==> config.mk <==
export PLATFORM = sky130hd
export DESIGN_NAME = id_ctrl_stage_flat
export DESIGN_NICKNAME = d
export VERILOG_FILES = /design/src/rtl/id_ctrl_pkg.sv /design/src/rtl/id_ctrl_if.sv /design/src/rtl/id_decode.sv /design/src/rtl/id_ctrl_stage.sv /design/src/flat_wrapper.sv
export SDC_FILE = /design/constraint.sdc
export NUM_CORES = 1
export LEC_CHECK = 0
export CELL_PAD_IN_SITES_DETAIL_PLACEMENT = 2
export CELL_PAD_IN_SITES_GLOBAL_PLACEMENT = 2
export CORE_ASPECT_RATIO = 1.2
export CORE_MARGIN = 2
export CORE_UTILIZATION = 27
export CTS_BUF_LIST = sky130_fd_sc_hd__clkbuf_4 sky130_fd_sc_hd__clkbuf_8
export DETAILED_ROUTE_END_ITERATION = 12
export MAX_ROUTING_LAYER = met4
export PLACE_DENSITY = 0.89
export SYNTH_ARGS = -nofsm -noshare
export SYNTH_HDL_FRONTEND = slang
export SYNTH_SLANG_ARGS = --single-unit
==> constraint.sdc <==
create_clock -name clk -period 1.72 [get_ports clk]
set_clock_uncertainty 0.2 [all_clocks]
set_input_delay 0.258 -clock clk [delete_from_list [all_inputs] [get_ports clk]]
set_output_delay 0.258 -clock clk [all_outputs]
set_load 0.02 [all_outputs]
==> src/rtl/id_ctrl_pkg.sv <==
// rtl/id_ctrl_pkg.sv - opcode/ALU encodings and decoded control struct for the ID control stage
package id_ctrl_pkg;

    localparam logic [3:0] OP_NOP   = 4'h0;
    localparam logic [3:0] OP_ADD   = 4'h1;
    localparam logic [3:0] OP_SUB   = 4'h2;
    localparam logic [3:0] OP_AND   = 4'h3;
    localparam logic [3:0] OP_OR    = 4'h4;
    localparam logic [3:0] OP_XOR   = 4'h5;
    localparam logic [3:0] OP_SLL   = 4'h6;
    localparam logic [3:0] OP_SRL   = 4'h7;
    localparam logic [3:0] OP_RSV8  = 4'h8;
    localparam logic [3:0] OP_ADDI  = 4'h9;
    localparam logic [3:0] OP_LD    = 4'hA;
    localparam logic [3:0] OP_ST    = 4'hB;
    localparam logic [3:0] OP_BEZ   = 4'hC;
    localparam logic [3:0] OP_ILL_D = 4'hD;
    localparam logic [3:0] OP_ILL_E = 4'hE;
    localparam logic [3:0] OP_ILL_F = 4'hF;

    localparam logic [2:0] ALU_ADD  = 3'b000;
    localparam logic [2:0] ALU_SUB  = 3'b001;
    localparam logic [2:0] ALU_AND  = 3'b010;
    localparam logic [2:0] ALU_OR   = 3'b011;
    localparam logic [2:0] ALU_XOR  = 3'b100;
    localparam logic [2:0] ALU_SLL  = 3'b101;
    localparam logic [2:0] ALU_SRL  = 3'b110;
    localparam logic [2:0] ALU_NONE = 3'b111;

    typedef struct packed {
        logic [2:0] alu_cmd;
        logic       reg_wr;
        logic       mem_rd;
        logic       mem_wr;
        logic       branch;
        logic       use_imm;
        logic       illegal;
        logic       reads_rs1;
        logic       reads_rs2;
    } ctrl_t;

    localparam ctrl_t CTRL_NOP = ctrl_t'({ALU_NONE, 8'b0});

endpackage

==> src/rtl/id_ctrl_if.sv <==
// rtl/id_ctrl_if.sv - upstream/downstream handshake bundle of the ID control stage
interface id_ctrl_if #(
    parameter int INSTR_W = 16,
    parameter int REG_AW  = 3
);
    logic               in_valid;
    logic               in_ready;
    logic [INSTR_W-1:0] in_instr;
    logic               out_valid;
    logic               out_ready;
    logic [2:0]         out_alu_cmd;
    logic               out_reg_wr;
    logic               out_mem_rd;
    logic               out_mem_wr;
    logic               out_branch;
    logic               out_use_imm;
    logic               out_illegal;
    logic [REG_AW-1:0]  out_rd;
    logic [REG_AW-1:0]  out_rs1;
    logic [REG_AW-1:0]  out_rs2;

    modport slave (
        input  in_valid, in_instr, out_ready,
        output in_ready, out_valid, out_alu_cmd, out_reg_wr, out_mem_rd, out_mem_wr,
               out_branch, out_use_imm, out_illegal, out_rd, out_rs1, out_rs2
    );

    modport master (
        output in_valid, in_instr, out_ready,
        input  in_ready, out_valid, out_alu_cmd, out_reg_wr, out_mem_rd, out_mem_wr,
               out_branch, out_use_imm, out_illegal, out_rd, out_rs1, out_rs2
    );
endinterface

==> src/rtl/id_decode.sv <==
// rtl/id_decode.sv - combinational opcode decode into control struct and register fields
module id_decode
    import id_ctrl_pkg::*;
#(
    parameter int INSTR_W = 16,
    parameter int OPC_W   = 4,
    parameter int REG_AW  = 3
) (
    input  logic [INSTR_W-1:0] instr,
    output ctrl_t              ctrl,
    output logic [REG_AW-1:0]  rd,
    output logic [REG_AW-1:0]  rs1,
    output logic [REG_AW-1:0]  rs2
);
    localparam int LOW_W = INSTR_W - OPC_W - 3 * REG_AW;

    logic [OPC_W-1:0] opc;

    assign opc = instr[INSTR_W-1 -: OPC_W];
    assign rd  = instr[INSTR_W-OPC_W-1 -: REG_AW];
    assign rs1 = instr[INSTR_W-OPC_W-REG_AW-1 -: REG_AW];
    assign rs2 = instr[INSTR_W-OPC_W-2*REG_AW-1 -: REG_AW];

    generate
        if (LOW_W > 0) begin : g_low
            logic unused_low;
            assign unused_low = ^instr[LOW_W-1:0];
        end
    endgenerate

    always_comb begin
        ctrl = CTRL_NOP;
        case (opc)
            OPC_W'(OP_ADD), OPC_W'(OP_SUB), OPC_W'(OP_AND), OPC_W'(OP_OR),
            OPC_W'(OP_XOR), OPC_W'(OP_SLL), OPC_W'(OP_SRL): begin
                // register-register ops are encoded so that alu_cmd = opcode - 1
                ctrl.alu_cmd   = opc[2:0] - 3'd1;
                ctrl.reg_wr    = 1'b1;
                ctrl.reads_rs1 = 1'b1;
                ctrl.reads_rs2 = 1'b1;
            end
            OPC_W'(OP_ADDI): begin
                ctrl.alu_cmd   = ALU_ADD;
                ctrl.reg_wr    = 1'b1;
                ctrl.use_imm   = 1'b1;
                ctrl.reads_rs1 = 1'b1;
            end
            OPC_W'(OP_LD): begin
                ctrl.alu_cmd   = ALU_ADD;
                ctrl.reg_wr    = 1'b1;
                ctrl.mem_rd    = 1'b1;
                ctrl.use_imm   = 1'b1;
                ctrl.reads_rs1 = 1'b1;
            end
            OPC_W'(OP_ST): begin
                ctrl.alu_cmd   = ALU_ADD;
                ctrl.mem_wr    = 1'b1;
                ctrl.use_imm   = 1'b1;
                ctrl.reads_rs1 = 1'b1;
                ctrl.reads_rs2 = 1'b1;
            end
            OPC_W'(OP_BEZ): begin
                ctrl.branch    = 1'b1;
                ctrl.reads_rs1 = 1'b1;
            end
            OPC_W'(OP_ILL_D), OPC_W'(OP_ILL_E), OPC_W'(OP_ILL_F): begin
                ctrl.illegal   = 1'b1;
            end
            default: ctrl = CTRL_NOP;
        endcase
    end
endmodule

==> src/rtl/id_ctrl_stage.sv <==
// rtl/id_ctrl_stage.sv - registered ID/EX decode stage; ID_CTRL_HAZARD_EN enables the load-use interlock and stall_cnt
module id_ctrl_stage
    import id_ctrl_pkg::*;
#(
    parameter int INSTR_W = 16,
    parameter int OPC_W   = 4,
    parameter int REG_AW  = 3,
    parameter int CNT_W   = 16
) (
    input  logic             clk,
    input  logic             rst_n,
    input  logic             flush,
    id_ctrl_if.slave         bus
`ifdef ID_CTRL_HAZARD_EN
    ,
    output logic [CNT_W-1:0] stall_cnt
`endif
);
    ctrl_t             d_ctrl;
    ctrl_t             q_ctrl;
    logic [REG_AW-1:0] d_rd, d_rs1, d_rs2;
    logic [REG_AW-1:0] q_rd, q_rs1, q_rs2;
    logic              q_valid;
    logic              hazard;
    logic              accept;

    id_decode #(
        .INSTR_W (INSTR_W),
        .OPC_W   (OPC_W),
        .REG_AW  (REG_AW)
    ) u_decode (
        .instr (bus.in_instr),
        .ctrl  (d_ctrl),
        .rd    (d_rd),
        .rs1   (d_rs1),
        .rs2   (d_rs2)
    );

`ifdef ID_CTRL_HAZARD_EN
    logic bubble;

    assign hazard = q_valid && q_ctrl.mem_rd && (q_rd != '0) && bus.in_valid &&
                    ((d_ctrl.reads_rs1 && (d_rs1 == q_rd)) ||
                     (d_ctrl.reads_rs2 && (d_rs2 == q_rd)));

    // a bubble only counts when the LD actually leaves; a flush cancels it
    assign bubble = hazard && bus.out_ready && !flush;

    always_ff @(posedge clk or negedge rst_n) begin
        if (!rst_n) begin
            stall_cnt <= '0;
        end else if (bubble && (stall_cnt != {CNT_W{1'b1}})) begin
            stall_cnt <= stall_cnt + 1'b1;
        end
    end
`else
    logic unused_hazard;

    assign hazard        = 1'b0;
    assign unused_hazard = ^{d_ctrl.reads_rs1, d_ctrl.reads_rs2, {CNT_W{1'b0}}};
`endif

    // flush overrides backpressure so the incoming instruction is swallowed
    assign bus.in_ready = flush || ((!q_valid || bus.out_ready) && !hazard);
    assign accept       = bus.in_valid && bus.in_ready;

    always_ff @(posedge clk or negedge rst_n) begin
        if (!rst_n) begin
            q_valid <= 1'b0;
            q_ctrl  <= CTRL_NOP;
            q_rd    <= '0;
            q_rs1   <= '0;
            q_rs2   <= '0;
        end else if (flush) begin
            q_valid <= 1'b0;
        end else if (accept) begin
            q_valid <= 1'b1;
            q_ctrl  <= d_ctrl;
            q_rd    <= d_rd;
            q_rs1   <= d_rs1;
            q_rs2   <= d_rs2;
        end else if (bus.out_ready) begin
            q_valid <= 1'b0;
        end
    end

    logic unused_q;
    assign unused_q = ^{q_ctrl.reads_rs1, q_ctrl.reads_rs2};

    assign bus.out_valid   = q_valid;
    assign bus.out_alu_cmd = q_ctrl.alu_cmd;
    assign bus.out_reg_wr  = q_ctrl.reg_wr;
    assign bus.out_mem_rd  = q_ctrl.mem_rd;
    assign bus.out_mem_wr  = q_ctrl.mem_wr;
    assign bus.out_branch  = q_ctrl.branch;
    assign bus.out_use_imm = q_ctrl.use_imm;
    assign bus.out_illegal = q_ctrl.illegal;
    assign bus.out_rd      = q_rd;
    assign bus.out_rs1     = q_rs1;
    assign bus.out_rs2     = q_rs2;
endmodule
==> src/flat_wrapper.sv <==
// flat-port wrapper written by rule: the top's interface ports become plain ports
module id_ctrl_stage_flat import id_ctrl_pkg::*;
#(
    parameter int INSTR_W = 16,
    parameter int OPC_W   = 4,
    parameter int REG_AW  = 3,
    parameter int CNT_W   = 16
)
  (clk, rst_n, flush, bus_in_valid, bus_in_instr, bus_out_ready, bus_in_ready, bus_out_valid, bus_out_alu_cmd, bus_out_reg_wr, bus_out_mem_rd, bus_out_mem_wr, bus_out_branch, bus_out_use_imm, bus_out_illegal, bus_out_rd, bus_out_rs1, bus_out_rs2);
  id_ctrl_if #(.INSTR_W(INSTR_W), .REG_AW(REG_AW)) bus_i ();
  input  logic clk;
  input  logic rst_n;
  input  logic flush;
  input wire logic [$bits(bus_i.in_valid)-1:0] bus_in_valid;
  input wire logic [$bits(bus_i.in_instr)-1:0] bus_in_instr;
  input wire logic [$bits(bus_i.out_ready)-1:0] bus_out_ready;
  output wire logic [$bits(bus_i.in_ready)-1:0] bus_in_ready;
  output wire logic [$bits(bus_i.out_valid)-1:0] bus_out_valid;
  output wire logic [$bits(bus_i.out_alu_cmd)-1:0] bus_out_alu_cmd;
  output wire logic [$bits(bus_i.out_reg_wr)-1:0] bus_out_reg_wr;
  output wire logic [$bits(bus_i.out_mem_rd)-1:0] bus_out_mem_rd;
  output wire logic [$bits(bus_i.out_mem_wr)-1:0] bus_out_mem_wr;
  output wire logic [$bits(bus_i.out_branch)-1:0] bus_out_branch;
  output wire logic [$bits(bus_i.out_use_imm)-1:0] bus_out_use_imm;
  output wire logic [$bits(bus_i.out_illegal)-1:0] bus_out_illegal;
  output wire logic [$bits(bus_i.out_rd)-1:0] bus_out_rd;
  output wire logic [$bits(bus_i.out_rs1)-1:0] bus_out_rs1;
  output wire logic [$bits(bus_i.out_rs2)-1:0] bus_out_rs2;
  assign bus_i.in_valid = bus_in_valid;
  assign bus_i.in_instr = bus_in_instr;
  assign bus_i.out_ready = bus_out_ready;
  assign bus_in_ready = bus_i.in_ready;
  assign bus_out_valid = bus_i.out_valid;
  assign bus_out_alu_cmd = bus_i.out_alu_cmd;
  assign bus_out_reg_wr = bus_i.out_reg_wr;
  assign bus_out_mem_rd = bus_i.out_mem_rd;
  assign bus_out_mem_wr = bus_i.out_mem_wr;
  assign bus_out_branch = bus_i.out_branch;
  assign bus_out_use_imm = bus_i.out_use_imm;
  assign bus_out_illegal = bus_i.out_illegal;
  assign bus_out_rd = bus_i.out_rd;
  assign bus_out_rs1 = bus_i.out_rs1;
  assign bus_out_rs2 = bus_i.out_rs2;
  id_ctrl_stage #(.INSTR_W(INSTR_W), .OPC_W(OPC_W), .REG_AW(REG_AW), .CNT_W(CNT_W)) u_core (.clk(clk), .rst_n(rst_n), .flush(flush), .bus(bus_i));
endmodule
After elaboration in Yosys (flattened, before gate mapping)
Cells that the tools add are included.

Register bits: 19. Bits in latches: 0. RAM bits: 0. Bits in read-only memories: 0. Input port bits: 21. Output and inout port bits: 20. Logic and storage cells: 47. Memories kept: 0.

$add $sub $neg: 1. Multipliers: 0. Div/mod/pow operators: 0. $lt $le $gt $ge: 0. Eq/ne operators: 14. Shifts and indexed selects: 0. Muxes and demuxes: 10. Bitwise gates (word level): 1. Reductions and logical operators: 10.

Operators with widths (number): 4-bit == test, second input constant (7); 4-bit by 3-bit == test with 1-bit output, second input constant (4); 1-bit two-way mux (9); 9-bit OR reduction (1); 4-bit by 2-bit == test with 1-bit output, second input constant (2); 7-bit OR reduction (1); 3-bit case mux with 2 select lines (1); 3-bit OR reduction (2); 4-bit by 1-bit == test with 1-bit output, second input constant (1); 3-bit nonzero test (1); 3-bit by 1-bit subtractor with 3-bit output, second input constant (1); 1-bit logical OR (2); 2-bit AND reduction (1); 1-bit logical AND (1); 1-bit logical NOT (1); 1-bit inverter (1).

Longest topological paths before layout
Gate-level depths: netlist (run 1).

Depth in word-level cells: 6. Mapped depth: 5. Depth with buffers taken out: 5.

Hierarchy
Synthesis (run 1) repeated with hierarchy kept, for this count alone.

Cell total of the unflattened synthesis: 79. Area, all modules: 1044.8 um^2.

Modules (own cells, without submodules): id_ctrl_stage (times used 1, cells each 44, area each 792.0 um^2, sequential area each 479.2 um^2); id_decode (times used 1, cells each 35, area each 252.7 um^2, sequential area each 0.0 um^2).

Least setup slack after synthesis (run 1)
OpenSTA, ideal clock, no wires.

Kind: register to register. Start point: reg u_core.q_valid (netlist: u_core.bus.out_valid). End point: reg u_core.q_rd[0] (netlist: u_core.bus.out_rd[0]). Library setup time: 0.125 ns. Data arrival time: 1.217 ns. Slack: 0.178 ns. Stages on the path, launching flop included: 5. Buffers on the path: 1. Period minus slack after synthesis: 1.542 ns. Path through: dfrtp_1 nor2b_4 nor2_4 buf_6 mux2_4.

Longest elaborated chain between the ends: 5.

RTL lines: from (decl) (RTL line id_ctrl_stage.sv:23) `logic q_valid;`; from (signal assigned) (RTL line id_ctrl_stage.sv:69) `q_valid <= 1'b0;`; from (signal assigned) (RTL line id_ctrl_stage.sv:75) `q_valid <= 1'b0;`; from (signal assigned) (RTL line id_ctrl_stage.sv:77) `q_valid <= 1'b1;`; 1-bit logical NOT (RTL line id_ctrl_stage.sv:64) `assign bus.in_ready = flush || ((!q_valid || bus.out_ready) && !hazard);`; 1-bit logical OR (2 in series) (RTL line id_ctrl_stage.sv:64); 1-bit logical AND (RTL line id_ctrl_stage.sv:65) `assign accept = bus.in_valid && bus.in_ready;`; 2-bit AND reduction (no source line); to (signal assigned) (RTL line id_ctrl_stage.sv:79) `q_rd <= d_rd;`; to (decl) (RTL line id_ctrl_stage.sv:22) `logic [REG_AW-1:0] q_rd, q_rs1, q_rs2;`.

No other way between the ends. A chain may end at the register's enable or synchronous reset.

Worst setup path after layout (run 1)
Start point: in bus_out_ready. End point: reg u_core.q_rs2[2] (netlist: u_core.bus.out_rs2[2]).

Longest elaborated chain between the ends: 4.

RTL lines: from (decl) (RTL line flat_wrapper.sv:16) `input wire logic [$bits(bus_i.out_ready)-1:0] bus_out_ready;`; 1-bit logical OR (2 in series) (RTL line id_ctrl_stage.sv:64); 1-bit logical AND (RTL line id_ctrl_stage.sv:65); 2-bit AND reduction (no source line); to (signal assigned) (RTL line id_ctrl_stage.sv:81) `q_rs2 <= d_rs2;`; to (decl) (RTL line id_ctrl_stage.sv:22).

No other way between the ends.

==> results of run 1 <==
## routing by layer
layer	part of all wire, %	vias up
met3	6.6	2
met5	0	-
li1	-	363
met4	0.50	0
met1	37	400
met2	55	30
## power groups by stage
| stage | Clock (mW) | Combinational, mW | Sequential (mW) |
|---|---|---|---|
| after floorplan | 0 | 0.135 | 0.641 |
| after global placement | 0 | 0.449 | 0.560 |
| after detailed placement | 0 | 0.462 | 0.566 |
| after CTS | 0.332 | 0.455 | 0.558 |
| after global routing | 0.356 | 0.474 | 0.563 |
| final | 0.316 | 0.445 | 0.556 |
## per-stage QoR
stage / instances / hold slack (ns) / util (%) / setup slack (ns)
finish: 163 / 0.145 / 45.7 / 0.0191
global route: 163 / 0.154 / 45.7 / -0.00174
CTS: 163 / 0.148 / 45.7 / 0.00158
detailed placement: 159 / 0.274 / 44.2 / -0.436
global placement: 159 / 0.272 / 44.2 / -0.345
floorplan: 71 / -0.238 / - / 0.178
## registers in the layout, summed over array words and instances, names as in the netlist
signal,cells
u_core.bus.out_alu_cmd,3
u_core.bus.out_rd,3
u_core.bus.out_rs1,3
u_core.bus.out_rs2,3
u_core.bus.out_branch,1
u_core.bus.out_illegal,1
u_core.bus.out_mem_rd,1
u_core.bus.out_mem_wr,1
u_core.bus.out_reg_wr,1
u_core.bus.out_use_imm,1
u_core.bus.out_valid,1
## worst min-delay path by stage
stage | startpoint | endpoint | slack [ns]
after global routing | rst_n | u_core.bus.out_rs2[2] | 0.15
after CTS | rst_n | u_core.bus.out_rs2[0] | 0.15
final | rst_n | u_core.bus.out_rs2[0] | 0.15
after floorplan | rst_n | u_core.bus.out_branch | -0.24
after detailed placement | u_core.bus.out_alu_cmd[2] | u_core.bus.out_alu_cmd[2] | 0.27
after global placement | u_core.bus.out_rs2[2] | u_core.bus.out_rs2[2] | 0.27
## cell usage in the layout, fill, tap and decap left out, types with 2 or more instances in the layout
master and instances:
nor2b_1 3, clkdlybuf4s50_1 27, o21ai_1 3, dlymetal6s2s_1 3, ha_2 3, inv_1 2
nand2_1 5, dfrtp_1 16, o22a_1 2, nor3_1 3, clkbuf_8 3, nand2b_1 2
mux2_4 9, dfstp_2 3, buf_4 14, o21ai_0 3, dlygate4sd2_1 6
## area by class of cell
class	count	area share (%)
repair buffers	52	31.9
flip-flops and latches	19	31.1
multi-input cells	49	30.3
clock buffers	4	3.17
well taps	37	3.01
inverters	2	0.488
## repair_timing
item,4_1_cts,5_1_grt
pin swaps,1,0
gates resized for setup,12,4
endpoints found under the setup margin,11,4
## cell families (layout without fill, tap and decap cells)
| family | count (synthesis) | count (layout) |
|---|---|---|
| AND/OR/NAND/NOR | 18 | 18 |
| buffers and inverters | 3 | 58 |
| multiplexers | 10 | 10 |
| AO/OA/AOI/OAI | 17 | 17 |
| flip-flops | 19 | 19 |
| adder cells (fa/ha/maj) | 4 | 4 |
==> metrics.md, run 1 <==
| Metric | Value |
|---|---|
| CTS tree | done |
| Endpoints failing hold | 0 |
| Top cells by count, synth | dfrtp_1, mux2_4, nand2_1 |
| Top FF cell, synth | dfrtp_1 |
| Reg2reg setup slack | 0.10 ns |
| Most frequent cell after synthesis | dfrtp_1 |
| Sequential cell fraction of total power | 42.2% |
| Area grow syn2layout | 60.8% |
| Warnings from Yosys | 0 |
| Total CTS buffers | 3 |
| H-tree depth | 1 |
| Final max-slew violation count | 0 |
| Mux contribution to synthesized area | 15.3% |
| Tightest Pin Transition | 0.303 ns |
| Met3 Use GR | 2.99% |
| Total gr overflow | 0 |
| Worst R2R End | u_core.bus.out_rs2[2] |
| Synth Area in XOR/XNOR | 0% |
| Nets | 152 |
| Achievable frequency | 0.588 GHz |
| Total Power | 1.32 mW |
| Core area | 3370 µm² |
| Initial Util | 28.4% |
| Clk sinks | 19 |
| Peak VDD IR | 0.591 mV |
| Critical Path AT | 1.64 ns |
| Total Negative Setup Slacks | 0 ns |
| R2R cell count | 5 |
| Multi-input logic area | 467 µm² |
| Power Dens Cells | 855 nW/µm² |
| Netlist cell types | 28 |
| Port bufs | 37 |
| Yosys top cell by area | dfrtp_1 |
| Switching power | 0.370 mW |
| Register area | 479 µm² |
| Die H | 69.2 µm |
| Post-synthesis compound-gate area fraction | 15.0% |
| Hold Crit Class | input port to async pin |
| Worst path bufs/invs | 3 |
| Worst Setup EP | u_core.bus.out_rs2[2] |
| Post-Synthesis Cells | 71 |
| Largest net degree at the start of global routing | 20 |
| Final WL | 2770 µm |
| Ant. Diodes | 0 |
| DRC viols | 0 |
| Period minus WS final | 1.70 ns |
| CP required | 1.66 ns |
| Stages on worst setup path | 6 |
| Critical R2R Launch | u_core.bus.out_valid |
| GRT Total Usage | 15.0% |
| Vias in the first global route | 918 |
| Clock transition at the registers of the reported paths | 0.07 ns |
| Setup bufs post-CTS | 0 |
| Period utilization | 98.9% |
| Leak pwr | 0.703 nW |
| GR met2 Demand/Resource | 27.8% |
| Syn nets | 96 |
| Met1 usage | 15.3% |
| CP endpoint kind | flop |
| Dpl cell area | 1490 µm² |
| Post-synth EDFFs | 0 |
| FILL cells | 337 |
| Vias | 795 |
| Top Family by Delay on Critical Path | buffers and inverters |
| Status | complete, no violations |
| Global-route wire length before repair | 4530 µm |
| Io pins | 41 |
| Synth Area in Simple Gates | 12.4% |
| Wire per inst | 17.0 µm |
| Setup violators final | 0 |
| Cell-internal power | 0.946 mW |
| Hold_buf cts | 0 |
| CTS Buffer Depth | 2 |
| Avg Cell Area, Syn | 13.5 µm² |
| Register area share after synthesis | 50.1% |
| Synth top area cells | dfrtp_1, mux2_4, dfstp_2 |
| Post-synthesis adder-cell area fraction | 5.23% |
| Setup crit start kind | input port |
| Die X-Extent | 58.4 µm |
| Total of max-cap violations | 0 |
| Worst setup path category | input port to flop |
| Post-synthesis async set-or-reset flop share | 100% |
| Post-synthesis cell area | 957 µm² |
| Drt pass-1 iters | 2 |
| Slew HR | 79.8% |
| Fraction of layout cells with a size suffix above 1 | 32.5% |
| Largest family of logic cells by synthesized area | multiplexers |
| Comb power frac | 33.8% |
| HPWL after DPL | 2280 µm |
| Antenna-violating nets left | 0 |
| Iter 0 DRT Violations | 12 |
| CP startpoint | bus_out_ready |
| Synth top area share | 41.8% |
| Crit-path max cell delay | 0.54 ns |
| Clk Tree Root Cell | clkbuf_8 |
| Fin area | 1540 µm² |
| Clk pwr share | 24.0% |
| Critical Path, Cell by Cell | clkdlybuf4s50_1, nor2b_4, buf_4, nor2_4, buf_12, mux2_1 |
| Yosys reg bits | 19 |
| Placer Congestion | 0.755 |
| Initial antenna violation count | 0 |
| Switching share of power | 28.1% |
| Vias per Instance | 4.88 |
| FP Rows | 23 |
| Slowest cell on crit path | clkdlybuf4s50_1 |
| Worst skew pair latency | 0.25 ns |
| Busiest grt layer | met2 |
| Die area | 4040 µm² |
| Worst-path fanout max | 12 |
(Power assumes the default switching activity.)
==> inputs of run 2 (changes only) <==
--- a/config.mk
+++ b/config.mk
@@ -7,13 +7,14 @@
 export LEC_CHECK = 0
 export CELL_PAD_IN_SITES_DETAIL_PLACEMENT = 2
 export CELL_PAD_IN_SITES_GLOBAL_PLACEMENT = 2
-export CORE_ASPECT_RATIO = 1.2
-export CORE_MARGIN = 2
+export CORE_ASPECT_RATIO = 1.75
+export CORE_MARGIN = 4
 export CORE_UTILIZATION = 27
 export CTS_BUF_LIST = sky130_fd_sc_hd__clkbuf_4 sky130_fd_sc_hd__clkbuf_8
 export DETAILED_ROUTE_END_ITERATION = 12
 export MAX_ROUTING_LAYER = met4
 export PLACE_DENSITY = 0.89
+export SLEW_MARGIN = 20
 export SYNTH_ARGS = -nofsm -noshare
 export SYNTH_HDL_FRONTEND = slang
 export SYNTH_SLANG_ARGS = --single-unit
==> run 2 against run 1 <==
  * Clock power grew 2%
  * Combinational power rose by 3%
  * Largest power group unchanged
  * Setup slack better by 0.018 ns
  * Via count is 1.6% higher
  * Die area rose by 14%
  * Sequential share of layout area shrank 0.89 points
  * Worst hold slack improved by 0.0084 ns
  * Wire length increased by 18%
  * Clock-buffer cell count shrank 1
  * Sequential power barely moved
  * Sequential cell count unchanged
==> metrics.md, run 2 (synthesis gave the netlist of run 1 again) <==
| Metric | Value |
|---|---|
| Status | complete, no violations |
| FP Rows | 28 |
| CTS tree | done |
| Final WL | 3280 µm |
| Core area | 3400 µm² |
| Global-route wire length before repair | 4990 µm |
| Clock transition at the registers of the reported paths | 0.08 ns |
| Wire per inst | 19.0 µm |
| Peak VDD IR | 0.362 mV |
| CTS Buffer Depth | 2 |
| Critical R2R Launch | u_core.bus.out_valid |
| Setup crit start kind | flop |
| Worst path bufs/invs | 1 |
| Total CTS buffers | 3 |
| Port bufs | 37 |
| Register area | 479 µm² |
| CP required | 1.26 ns |
| Achievable frequency | 0.594 GHz |
| Setup violators final | 0 |
| Worst skew pair latency | 0.26 ns |
| Final max-slew violation count | 0 |
| Power Dens Cells | 842 nW/µm² |
| Hold Crit Class | input port to async pin |
| Top Family by Delay on Critical Path | buffers and inverters |
| Stages on worst setup path | 1 |
| Worst-path fanout max | 2 |
| DRC viols | 0 |
| Ant. Diodes | 0 |
| R2R cell count | 5 |
| Nets | 153 |
| Vias in the first global route | 955 |
| Reg2reg setup slack | 0.08 ns |
| Iter 0 DRT Violations | 10 |
| Placer Congestion | 0.788 |
| Final WS setup | 0.0367 ns |
| Slew HR | 78.5% |
| Antenna-violating nets left | 0 |
| Hold Slack | 0.154 ns |
| Total gr overflow | 0 |
| Critical Path AT | 1.23 ns |
| Total Negative Setup Slacks | 0 ns |
| Io pins | 41 |
| Hold_buf cts | 0 |
| Setup bufs post-CTS | 0 |
| GRT Total Usage | 15.6% |
| Vias | 808 |
| Die area | 4600 µm² |
| Period utilization | 97.9% |
| FILL cells | 356 |
| Initial Util | 28.2% |
| Critical Path, Cell by Cell | clkdlybuf4s50_1 |
| Leak pwr | 0.777 nW |
| Inst Count DP | 168 |
| Period minus WS final | 1.68 ns |
| Clk sinks | 19 |
| Worst setup path category | flop to output pin |
| Crit-path max cell delay | 0.61 ns |
| Die H | 86.8 µm |
| Dpl ws | -0.480 ns |
| Commonest non-fill, non-tap cell in the layout | clkdlybuf4s50_1 |
| Most frequent cells in the layout | clkdlybuf4s50_1, dfrtp_1, buf_4 |
| Worst R2R End | u_core.bus.out_rs2[2] |
| Tightest Pin Transition | 0.323 ns |
| Die X-Extent | 53.0 µm |
| Area grow syn2layout | 65.5% |
| Fraction of layout cells with a size suffix above 1 | 33.9% |
| Endpoints failing hold | 0 |
| Slowest cell on crit path | clkdlybuf4s50_1 |
| Multi-input logic area | 479 µm² |
| Largest net degree at the start of global routing | 20 |
| CP endpoint kind | output pin |
| H-tree depth | 1 |
| Total Power | 1.33 mW |
| Initial antenna violation count | 0 |
| Vias per Instance | 4.70 |
| Post-route insts no fill | 172 |
| HPWL after DPL | 2630 µm |
| Clk Tree Root Cell | clkbuf_8 |
| Total of max-cap violations | 0 |
| Drt pass-1 iters | 2 |
run 2: worst max-delay path by stage:
stage                                         to                   from  slack (ns)
after floorplan             u_core.bus.out_rd[0]   u_core.bus.out_valid        0.18
after global placement     u_core.bus.out_reg_wr       bus_in_instr[12]       -0.37
after detailed placement   u_core.bus.out_reg_wr       bus_in_instr[12]       -0.48
after CTS                         bus_out_rs2[0]  u_core.bus.out_rs2[0]       0.004
after global routing      u_core.bus.out_illegal                  flush      -0.004
final                             bus_out_rs2[1]  u_core.bus.out_rs2[1]        0.04
run 2: power breakdown:
group | leakage (nW) | switching (mW) | internal [mW]
clock | 0.0255 | 0.160 | 0.161
combinational | 0.521 | 0.213 | 0.245
sequential | 0.230 | 0.0359 | 0.519
total | 0.777 | 0.408 | 0.925
run 2: layer usage:
layer / global-route usage (%) / part of all wire, % / up-vias
met3: 2.58 / 7.6 / 9
met2: 29.0 / 55 / 36
met5: - / 0 / -
met4: 7.44 / 3.0 / 0
li1: - / - / 366
met1: 14.7 / 34 / 397
run 2: layout make-up:
type                    count  area share, %
inverters                   2          0.474
flip-flops and latches     19           30.3
well taps                  45           3.55
repair buffers             53           32.5
clock inverters             1          0.316
clock buffers               3           2.61
multi-input cells          49           30.3
run 2: timing repair:
action                     CTS  global route
pin swaps                    1             1
gates resized for setup     15            10
setup endpoints to repair   11            11
cloned                       0             0
run 2: metrics by stage:
step / utilization [%] / cell area, µm²
global route: 46.6 / 1580
floorplan: - / 957
finish: 46.6 / 1580
global placement: 44.3 / 1510
CTS: 45.9 / 1560
detailed placement: 44.3 / 1510
